$ cat src/rtl/reg_pc_unit.sv
// 6502 program counter: byte-wise loads, increment, relative branch with an
// optional page-cross fix-up cycle, and hold-when-idle registered bus outputs.
module reg_pc_unit #(
  parameter int                  DW           = 8,
  parameter logic [2*DW-1:0]     RESET_PC     = 16'hFFFC,
  parameter bit                  BRANCH_FIXUP = 1'b1
) (
  input  logic            CLK,
  input  logic            RESET_N,
  input  logic            PCL_LOAD_ADL,
  input  logic            PCH_LOAD_ADH,
  input  logic            INC,
  input  logic            BRANCH,
  input  logic [DW-1:0]   OFFSET,
  input  logic [DW-1:0]   ADL_DATA,
  input  logic [DW-1:0]   ADH_DATA,
  input  logic            DB_L_BUS_ENABLE,
  input  logic            DB_H_BUS_ENABLE,
  input  logic            ADL_BUS_ENABLE,
  input  logic            ADH_BUS_ENABLE,
  output logic [DW-1:0]   DB_BUS,
  output logic [DW-1:0]   ADL_BUS,
  output logic [DW-1:0]   ADH_BUS,
  output logic [2*DW-1:0] PC,
  output logic            BUSY,
  output logic            PAGE_CROSS
);

  // state  | meaning
  // IDLE   | accept loads / branch / increment
  // FIXUP  | apply the deferred PCH +/-1 after a page-crossing branch
  localparam logic [0:0] ST_IDLE  = 1'b0;
  localparam logic [0:0] ST_FIXUP = 1'b1;

  localparam logic [DW-1:0]   BYTE_ONE = {{(DW-1){1'b0}}, 1'b1};
  localparam logic [2*DW-1:0] PC_ONE   = {{(2*DW-1){1'b0}}, 1'b1};

  logic [0:0]      state;
  logic [DW-1:0]   pcl;
  logic [DW-1:0]   pch;
  logic            fix_fwd;
  logic            page_cross_q;
  logic [DW-1:0]   db_q;
  logic [DW-1:0]   adl_q;
  logic [DW-1:0]   adh_q;

  logic [DW:0]     br_sum;
  logic            br_neg;
  logic            br_cross;
  logic [2*DW-1:0] pc_inc;
  logic            any_load;

  // A negative offset without carry, or a non-negative one with carry, leaves the page
  assign br_sum   = {1'b0, pcl} + {1'b0, OFFSET};
  assign br_neg   = OFFSET[DW-1];
  assign br_cross = br_neg ? ~br_sum[DW] : br_sum[DW];
  assign pc_inc   = {pch, pcl} + PC_ONE;
  assign any_load = PCL_LOAD_ADL | PCH_LOAD_ADH;

  always_ff @(posedge CLK) begin
    if (!RESET_N) begin
      state        <= ST_IDLE;
      pcl          <= RESET_PC[DW-1:0];
      pch          <= RESET_PC[2*DW-1:DW];
      fix_fwd      <= 1'b0;
      page_cross_q <= 1'b0;
      db_q         <= '0;
      adl_q        <= '0;
      adh_q        <= '0;
    end else begin
      if (DB_H_BUS_ENABLE) begin
        db_q <= pch;
      end else if (DB_L_BUS_ENABLE) begin
        db_q <= pcl;
      end
      if (ADL_BUS_ENABLE) begin
        adl_q <= pcl;
      end
      if (ADH_BUS_ENABLE) begin
        adh_q <= pch;
      end

      case (state)
        ST_IDLE: begin
          if (any_load) begin
            if (PCL_LOAD_ADL) begin
              pcl <= ADL_DATA;
            end
            if (PCH_LOAD_ADH) begin
              pch <= ADH_DATA;
            end
            page_cross_q <= 1'b0;
          end else if (BRANCH) begin
            pcl          <= br_sum[DW-1:0];
            page_cross_q <= br_cross;
            if (br_cross) begin
              if (BRANCH_FIXUP) begin
                state   <= ST_FIXUP;
                fix_fwd <= ~br_neg;
              end else begin
                pch <= br_neg ? (pch - BYTE_ONE) : (pch + BYTE_ONE);
              end
            end
          end else if (INC) begin
            {pch, pcl} <= pc_inc;
          end
        end
        ST_FIXUP: begin
          pch   <= fix_fwd ? (pch + BYTE_ONE) : (pch - BYTE_ONE);
          state <= ST_IDLE;
        end
        default: state <= ST_IDLE;
      endcase
    end
  end

  assign PC         = {pch, pcl};
  assign BUSY       = (state == ST_FIXUP);
  assign PAGE_CROSS = page_cross_q;
  assign DB_BUS     = db_q;
  assign ADL_BUS    = adl_q;
  assign ADH_BUS    = adh_q;

endmodule

$ cat config.mk
export PLATFORM = sky130hd
export DESIGN_NAME = reg_pc_unit
export DESIGN_NICKNAME = d
export VERILOG_FILES = /design/src/rtl/reg_pc_unit.sv
export SDC_FILE = /design/constraint.sdc
export NUM_CORES = 1
export LEC_CHECK = 0
export CAP_MARGIN = 20
export CELL_PAD_IN_SITES_DETAIL_PLACEMENT = 1
export CELL_PAD_IN_SITES_GLOBAL_PLACEMENT = 2
export CORE_MARGIN = 2
export CORE_UTILIZATION = 29
export CTS_CLUSTER_SIZE = 25
export DETAILED_ROUTE_END_ITERATION = 6
export PLACE_DENSITY = 0.9
export SETUP_SLACK_MARGIN = 0.3
export SLEW_MARGIN = 30
export SYNTH_ARGS = -nofsm -noshare
export SYNTH_HDL_FRONTEND = slang
export SYNTH_SLANG_ARGS = --single-unit
$ cat constraint.sdc
create_clock -name CLK -period 2.2 [get_ports CLK]
set_input_delay 0.33 -clock CLK [delete_from_list [all_inputs] [get_ports CLK]]
set_output_delay 0.33 -clock CLK [all_outputs]
set_load 0.03 [all_outputs]
[Word level (Yosys, flattened, before mapping)]
Cells that the tools add are included.
Cells by class
  reductions and logical operators: 7
  add/sub/neg operators: 4
  eq/ne operators: 4
  bitwise operators: 5
  muxes and demuxes: 19
Operators with widths (number)
  two-way mux 8 bit: 11
  adder 16 x 1 -> 16 bit (second input constant): 1
  case mux 8 bit (2 select lines): 1
  adder 8 x 8 -> 9 bit: 1
  inequality test 3 bit (second input constant): 3
  adder 8 x 1 -> 8 bit (second input constant): 1
  subtractor 8 x 1 -> 8 bit (second input constant): 1
  two-way mux 1 bit: 6
  AND reduction 3 bit: 2
  inverter 1 bit: 4
  AND reduction 4 bit: 1
  nonzero test 2 bit: 2
  nonzero test 3 bit: 1
  inequality test 2 bit (second input constant): 1
  case mux 1 bit (2 select lines): 1
  AND reduction 2 bit: 1
  OR 1 bit: 1
Word-level totals
  logic and storage cells: 47
  output and inout port bits: 42
  flip-flop bits (word level): 43
  bits of input ports: 34

[Logic depth before layout (Yosys ltp)]
  word-level depth: 7
  gate-level depth with buffers: 8
  mapped depth without buffers: 8

[Worst setup path before layout]
Ideal clock, no wire load.
  kind: register to register
  start: reg pcl[0]
  end: reg page_cross_q, in the netlist PAGE_CROSS
  slack: 69 ps
  stages on the path, launching flop included: 9
  setup time: 126 ps
  required time: 2074 ps
  path buffers: 0
  arrival: 2005 ps
  period minus slack after synthesis: 2131 ps
  path through: dfxtp_1 ha_1 inv_1 fa_1 nor2b_1 o211ai_1 a31oi_1 xnor2_1 o21ai_0
Between the ends
  cells in the longest elaborated chain, start to end: 5
Ends and longest elaborated chain
  start: declaration: line 39  | logic [DW-1:0] pcl;
  start signal: assignment: line 63  | pcl <= RESET_PC[DW-1:0];
  start signal: assignment: line 94  | pcl <= br_sum[DW-1:0];
  start signal: assignment: line 105  | {pch, pcl} <= pc_inc;
  adder 8 x 8 -> 9 bit (*): line 54  | assign br_sum = {1'b0, pcl} + {1'b0, OFFSET};
  inverter 1 bit: line 56  | assign br_cross = br_neg ? ~br_sum[DW] : br_sum[DW];
  two-way mux 1 bit (*): line 56
  two-way mux 1 bit (*): line 93  | end else if (BRANCH) begin
  two-way mux 1 bit (*): line 85  | if (any_load) begin
  end signal: assignment: line 95  | page_cross_q <= br_cross;
  end: declaration: line 42  | logic page_cross_q;
Mark *: on every way between the ends. The rest lies on a longest branch, timed or not. The select of a mux whose other input is x is not followed.
A chain may end at the register's enable or synchronous reset.

[Worst setup path after layout]
  start: in OFFSET[7]
  end: reg page_cross_q, in the netlist PAGE_CROSS
Between the ends
  cells in the longest elaborated chain, start to end: 5
Ends and longest elaborated chain
  start: declaration: line 14  | input logic [DW-1:0] OFFSET,
  adder 8 x 8 -> 9 bit: line 54
  inverter 1 bit: line 56
  two-way mux 1 bit (*): line 56
  two-way mux 1 bit (*): line 93
  two-way mux 1 bit (*): line 85
Marks and branches as above.

==> impl_metrics.env <==
export IMPL_synth_top_cell_area_share=0.2958
export IMPL_rsz0062_at_grt="yes"
export IMPL_core_area_mm2=0.009774
export IMPL_synth_top_cell_by_area="dfxtp_1"
export IMPL_ant_nets=0
export IMPL_grt_max_degree=42
export IMPL_crit_required_ps=2400
export IMPL_post_drt_wl_per_cell_um=17.81
export IMPL_cp_max_fo=4
export IMPL_finalMaxSlewViolations=0
export IMPL_synth_seq_cells=43
export IMPL_cts_hold_buf=0
export IMPL_die_width_um=104.2
export IMPL_numPortBuffers=75
export IMPL_antenna_cells=0
export IMPL_synth_most_common_cell="dfxtp_1"
export IMPL_htree_levels=2
export IMPL_wl_met1_um=4822
export IMPL_synth_common_cells="dfxtp_1, mux2i_1, o21ai_0"
export IMPL_die_y_um=104.2
export IMPL_crit_type="input pin to flop"
export IMPL_clkPwrFrac=0.251
export IMPL_skew_ps=3.789
export IMPL_drive_gt1_frac=0.1560
export IMPL_place_congestion=0.8754
export IMPL_internal_power_w=0.001637
export IMPL_area_growth_pct=43.04
export IMPL_start_kind="input pin"
export IMPL_finish_utilization=0.4259
export IMPL_synth_cells=338
export IMPL_multi_input_area_mm2=0.001961
export IMPL_power_net_switching_w=0.0009041
export IMPL_path_clk_slew_ps=80
export IMPL_end_kind="flop"
export IMPL_hold_worst_slack_ps=497.8
export IMPL_grt_ovfl_total=0
export IMPL_final_seq_area_um2=869.6
export IMPL_num_vias=2914
export IMPL_die_area_mm2=0.01085
export IMPL_rows=36
export IMPL_synth_edf_count=0
export IMPL_placed_area_mm2=0.003959
export IMPL_hp_class="flop to flop"
export IMPL_hpwlAfterDp_um=7455
export IMPL_fillCellCount=1158
export IMPL_clock_root_buffer="clkbuf_8"
export IMPL_met2_length_um=4755
export IMPL_stdcell_area_mm2=0.004163
export IMPL_drt_iter0_markers=151
export IMPL_drt_total_wl_um=10130
export IMPL_start_util=0.2977
export IMPL_final_period_utilization=0.8561
export IMPL_synthTopCellsByArea="dfxtp_1, mux2i_1, ha_1"
export IMPL_fin_tns_setup_ps=0
export IMPL_cts_buffers=5
export IMPL_syn_avg_cell_area_um2=8.610
export IMPL_viasPerCell=5.121
export IMPL_ir_worst_vdd_mv=0.2659
export IMPL_relSlewSlack=0.6734
export IMPL_cts_tree="yes"
export IMPL_grtUsageTotal=0.1853
export IMPL_io_pins=76
export IMPL_setup_viol_count_final=0
export IMPL_period_needed_ps=1883
export IMPL_cp_arrival_ps=2080
export IMPL_status="completed"
export IMPL_cts_path_max_buffers=2
export IMPL_worstMarginPinSlew_ps=488.3
export IMPL_finalNonFillerCells=569
export IMPL_drc=0
export IMPL_antenna_found_initial=0
export IMPL_drv_cap=0
export IMPL_hold_viol_final=0
export IMPL_yosysSeqAreaShare=0.2958
export IMPL_p_sw_frac=0.3558
export IMPL_yosysWarnings=0
export IMPL_max_freq_mhz=531.0
export IMPL_power_frac_comb=0.390
export IMPL_nNetsFinal=486
export IMPL_synth_fp_nets=389
export IMPL_clock_sinks=43
export IMPL_grt_pass1_wl_um=16140
export IMPL_async_flop_share=0
export IMPL_clock_latency_ps=310
export IMPL_dp_cells=561
export IMPL_power_density_mw_per_mm2=610.4
export IMPL_grt_pass1_vias=3022
export IMPL_yosysUniqueCellTypes=56
export IMPL_met3WireLength_um=439
export IMPL_top_layer="met4"
export IMPL_syn_area_mm2=0.002910
export IMPL_seq_power_share=0.359
export IMPL_ys_dominant_reg_cell="dfxtp_1"
export IMPL_dr_pass1_iters=4
export IMPL_power_leakage_nw=1.683
==> layer usage <==
| metal | vias up | global-route usage |
|---|---|---|
| li1 | 1416 | - |
| met3 | 9 | 0.03321 |
| met5 | - | 0 |
| met2 | 56 | 0.3059 |
| met1 | 1433 | 0.2480 |
| met4 | 0 | 0.05116 |
==> stage by stage <==
step	setup WS, ps	power [W]
CTS	304.5	0.002531
floorplan	320.8	0.001505
global route	243.8	0.002680
global placement	-181.3	0.001865
detailed placement	-278.2	0.001887
finish	316.6	0.002541
==> sequential cells by signal (all words and copies together), names as in the netlist <==
signal / flops
ADH_BUS: 8
ADL_BUS: 8
DB_BUS: 8
pch: 8
pcl: 8
BUSY: 1
PAGE_CROSS: 1
fix_fwd: 1
==> path summary, 6_finish.rpt <==
path,slack [ps],start,to,depth (start not counted)
max reg2reg,350,pcl[0],PAGE_CROSS,8
max,320,OFFSET[7],PAGE_CROSS,7
min reg2reg,500,PAGE_CROSS,PAGE_CROSS,2
min,500,PAGE_CROSS,PAGE_CROSS,2
==> cell families (layout without fill, tap and decap cells) <==
logic type	count (synthesis)	count (layout)	synth area share
compound gates	84	84	0.1913
xor+xnor	22	22	0.06621
buf+inv	28	126	0.05589
simple gates	115	115	0.2128
flops	43	43	0.2958
mux	29	29	0.09974
fa+ha+maj	17	17	0.07825
==> worst max-delay path: stages <==
cell and delay [ps]:
clkdlybuf4s50_1 530, ha_1 400, o211a_1 160, a211oi_1 300, a31oi_2 120, xnor2_2 180
o21ai_1 70
==> layout by cell type, fill, tap and decap left out, types with 3 or more instances in the layout <==
master and count:
o211ai_1 3, a32oi_1 4, nand2_1 24, nand4_1 4, ha_1 14, mux2i_1 29, xnor2_1 9, nand3_1 9
clkbuf_8 5, a211oi_2 3, dlygate4sd2_1 3, nor2_1 19, nand2b_1 3, o2111ai_1 4, inv_1 6, a211oi_1 4
clkdlybuf4s50_1 64, a21oi_1 15, xor2_1 12, dfxtp_1 40, and2_2 3, dlymetal6s2s_1 8, and2_1 10, and3_1 5
buf_4 34, o21ai_0 24, nor2b_1 17, nor3_1 7, or3_1 3
==> area by class of cell <==
class | instances | area share
inverters | 9 | 0.008115
multi-input cells | 267 | 0.4710
repair buffers | 109 | 0.2456
flip-flops and latches | 43 | 0.2089
clock buffers | 6 | 0.01743
clock inverters | 2 | 0.009017
well taps | 133 | 0.03998
==> what timing repair did <==
action / CTS / global route
pin swaps: 6 / 8
buffers inserted: 0 / 0
gates resized for setup: 11 / 21
endpoints found under the setup margin: 11 / 18
==> power by group through the flow <==
stage / clock, W / sequential, W / combinational (W)
after floorplan: 0 / 0.00106 / 0.000447
after global placement: 0 / 0.000927 / 0.000938
after detailed placement: 0 / 0.000928 / 0.000958
after CTS: 0.000647 / 0.000912 / 0.000972
after global routing: 0.000683 / 0.000921 / 0.00108
final: 0.000637 / 0.000912 / 0.000992
Note: power is estimated with default switching activity, not from simulation.
==> RTL edit: new RTL, same flow settings <==
The parameter `BRANCH_FIXUP` goes from 1'b1 to 1'b0.
--- a/src/rtl/reg_pc_unit.sv
+++ b/src/rtl/reg_pc_unit.sv
@@ -3,7 +3,7 @@
 module reg_pc_unit #(
   parameter int                  DW           = 8,
   parameter logic [2*DW-1:0]     RESET_PC     = 16'hFFFC,
-  parameter bit                  BRANCH_FIXUP = 1'b1
+  parameter bit                  BRANCH_FIXUP = 1'b0
 ) (
   input  logic            CLK,
   input  logic            RESET_N,
Check against the original RTL: not equivalent (a bounded check fails within 4 cycles, from zero or initial values and one cycle with RESET_N low).
==> RTL edit against the original RTL <==
  * The flow now finishes with violations (setup timing)
  * Via count grew 8.3%
  * Non-clock buffer count grew 30
  * Setup slack lost 0.43 ns
  * Clock power shrank 18%
  * Utilization grew 5.0 points
  * Routed wire length grew 10%
  * Count of clock-buffer cells in the layout is the same
  * Total power grew 1.4%
  * Sequential cell count shrank 2
  * First-iteration DRC count shrank 7.3%
  * Area after synthesis shrank 3.7%
  * Final area grew 6.7%
  * Critical endpoint is now pch[7]$_SDFFE_PN1P_
==> RTL edit: results (changes against the original RTL) <==
[outcome]
outcome = finished, violations left  ; was complete, no violations
failed_checks = setup timing

[routing]
met3RoutedLength_um = 544  ; was 439 um
wl_met1_um = 5070  ; was 4820 um
routed_wire_length_on_met2_um = 5440  ; was 4760 um
detail_route.vias_per_cell = 5.24  ; was 5.12
post_drt_wl_per_cell_um = 18.5  ; was 17.8 um

[power]
power.internal_mw = 1.59  ; was 1.64 mW
leakage_nw = 1.83  ; was 1.68 nW

[cells_and_area]
final-instance-count-excl-fill = 602  ; was 569
post_route_cells_drive_above_1_share_pct = 25.4  ; was 15.6%

[global_routing]
grt.total_usage_pct = 20.5  ; was 18.5%
grt_max_degree = 36  ; was 42
via_count_of_the_first_global_routing_pass = 3267  ; was 3,022

[worst_setup_path]
crit_slowest_cell = or4b_4  ; was clkdlybuf4s50_1
timing.critical_path.fanout_max = 3  ; was 4
reg2reg_to = pch[7]$_SDFFE_PN1P_  ; was PAGE_CROSS$_SDFFE_PN0P_
worstPathArrival_ns = 2.54  ; was 2.08 ns

[placed_design]
finalWeightedCongestion = 0.864  ; was 0.875
dpl.hpwl_um = 8090  ; was 7460 um
placed_cell_area_um2 = 4050  ; was 3960 um2
placed_cells = 583  ; was 561

[yosys]
synth_top_family_by_area = compound AO/OA/AOI/OAI gates  ; was simple AND/OR/NAND/NOR gates
post_synth_num_cell_types = 55  ; was 56
synth_common_cells = nor2_1 (52), dfxtp_1 (41), nand2_1 (27), mux2i_1 (24), a21oi_1 (21)  ; was dfxtp_1 (43), mux2i_1 (29), o21ai_0 (26), nand2_1 (24), nor2_1 (19)
synthTopCellsByArea = dfxtp_1 (29%), mux2i_1 (8.6%), nor2_1 (7.0%), ha_1 (6.7%), a21oi_1 (3.7%)  ; was dfxtp_1 (30%), mux2i_1 (10%), ha_1 (6.4%), o21ai_0 (4.5%), nor2b_1 (3.9%)
yosys.area_share.adder_pct = 8.12  ; was 7.82%
synth_compound_area_share_pct = 21.2  ; was 19.1%
count_of_mapped_cells_out_of_synthesis = 349  ; was 338
post_synth_xor_area_fraction_pct = 6.56  ; was 6.62%

[sta]
fin_ws_ns = -0.113  ; was 0.317 ns
finalClockSkew_ns = 0.00743  ; was 0.00379 ns
setup_viol = 8  ; was 0
slew_headroom_pct = 64.5  ; was 67.3%
worst_slack_on_hold_paths_ns = 0.510  ; was 0.498 ns

[worst_hold_path]
hold_end = ADL_BUS[3]$_SDFFE_PN0P_  ; was PAGE_CROSS$_SDFFE_PN0P_

RTL edit: cell type report:
cell class / instances / area, um2
repair buffers: 139 / 1260
clock buffers: 6 / 72.6
inverters: 11 / 41.3
flip-flops and latches: 41 / 832
clock inverters: 2 / 13.8
well taps: 129 / 161
fillers: 1104 / 4890
multi-input cells: 274 / 2060
RTL edit: how the worst max path moves through the flow:
stage                         from                  end  slack, ns  cells past startpoint
3_5_place_dp             OFFSET[0]  pch[7]$_SDFFE_PN1P_      -0.64                     10
4_1_cts        pcl[0]$_SDFFE_PN0P_  pch[7]$_SDFFE_PN1P_       -0.1                      9
5_1_grt        pcl[0]$_SDFFE_PN0P_  pch[7]$_SDFFE_PN1P_      -0.20                      9
2_1_floorplan  pcl[0]$_SDFFE_PN0P_  pch[7]$_SDFFE_PN1P_      -0.07                      9
3_3_place_gp             OFFSET[0]  pch[7]$_SDFFE_PN1P_      -0.58                     10
6_report       pcl[0]$_SDFFE_PN0P_  pch[7]$_SDFFE_PN1P_      -0.11                      9
RTL edit: logic make-up (layout without fill, tap and decap cells):
logic type	after synthesis	after routing
simple gates	127	127
compound gates	84	84
flops	41	41
buf+inv	34	158
mux	24	24
xor+xnor	21	21
fa+ha+maj	17	17
other cells	1	1
RTL edit: layer usage:
| metal | GRT usage, % | up-vias |
|---|---|---|
| met1 | 27.0 | 1573 |
| li1 | - | 1489 |
| met3 | 3.69 | 8 |
| met4 | 4.92 | 0 |
| met2 | 34.9 | 85 |
| met5 | 0 | - |
RTL edit: what timing repair did:
action / in CTS / in global routing
pin swaps: 12 / 15
buffers inserted: 5 / 6
resized for setup: 15 / 38
hold buffers: 0 / 0
setup endpoints to repair: 15 / 17
RTL edit: power by group through the flow:
| stage | sequential [mW] | combinational (mW) | clock, mW |
|---|---|---|---|
| finish | 0.852 | 1.20 | 0.525 |
| global route | 0.859 | 1.29 | 0.572 |
| CTS | 0.850 | 1.11 | 0.543 |
| detailed placement | 0.866 | 1.08 | 0 |
| global placement | 0.863 | 1.05 | 0 |
| floorplan | 1.01 | 0.468 | 0 |
RTL edit: worst max-delay path, delay by kind of cell, from the launching register on:
family / cells / cell delay, ns
DFF: 1 / 0.37
AOI/OAI and AO/OA: 2 / 0.42
adders and majority gates: 2 / 0.47
and+or+nand+nor: 3 / 0.82
buffers and inverters: 1 / 0.04
xor gates and xnor gates: 1 / 0.11
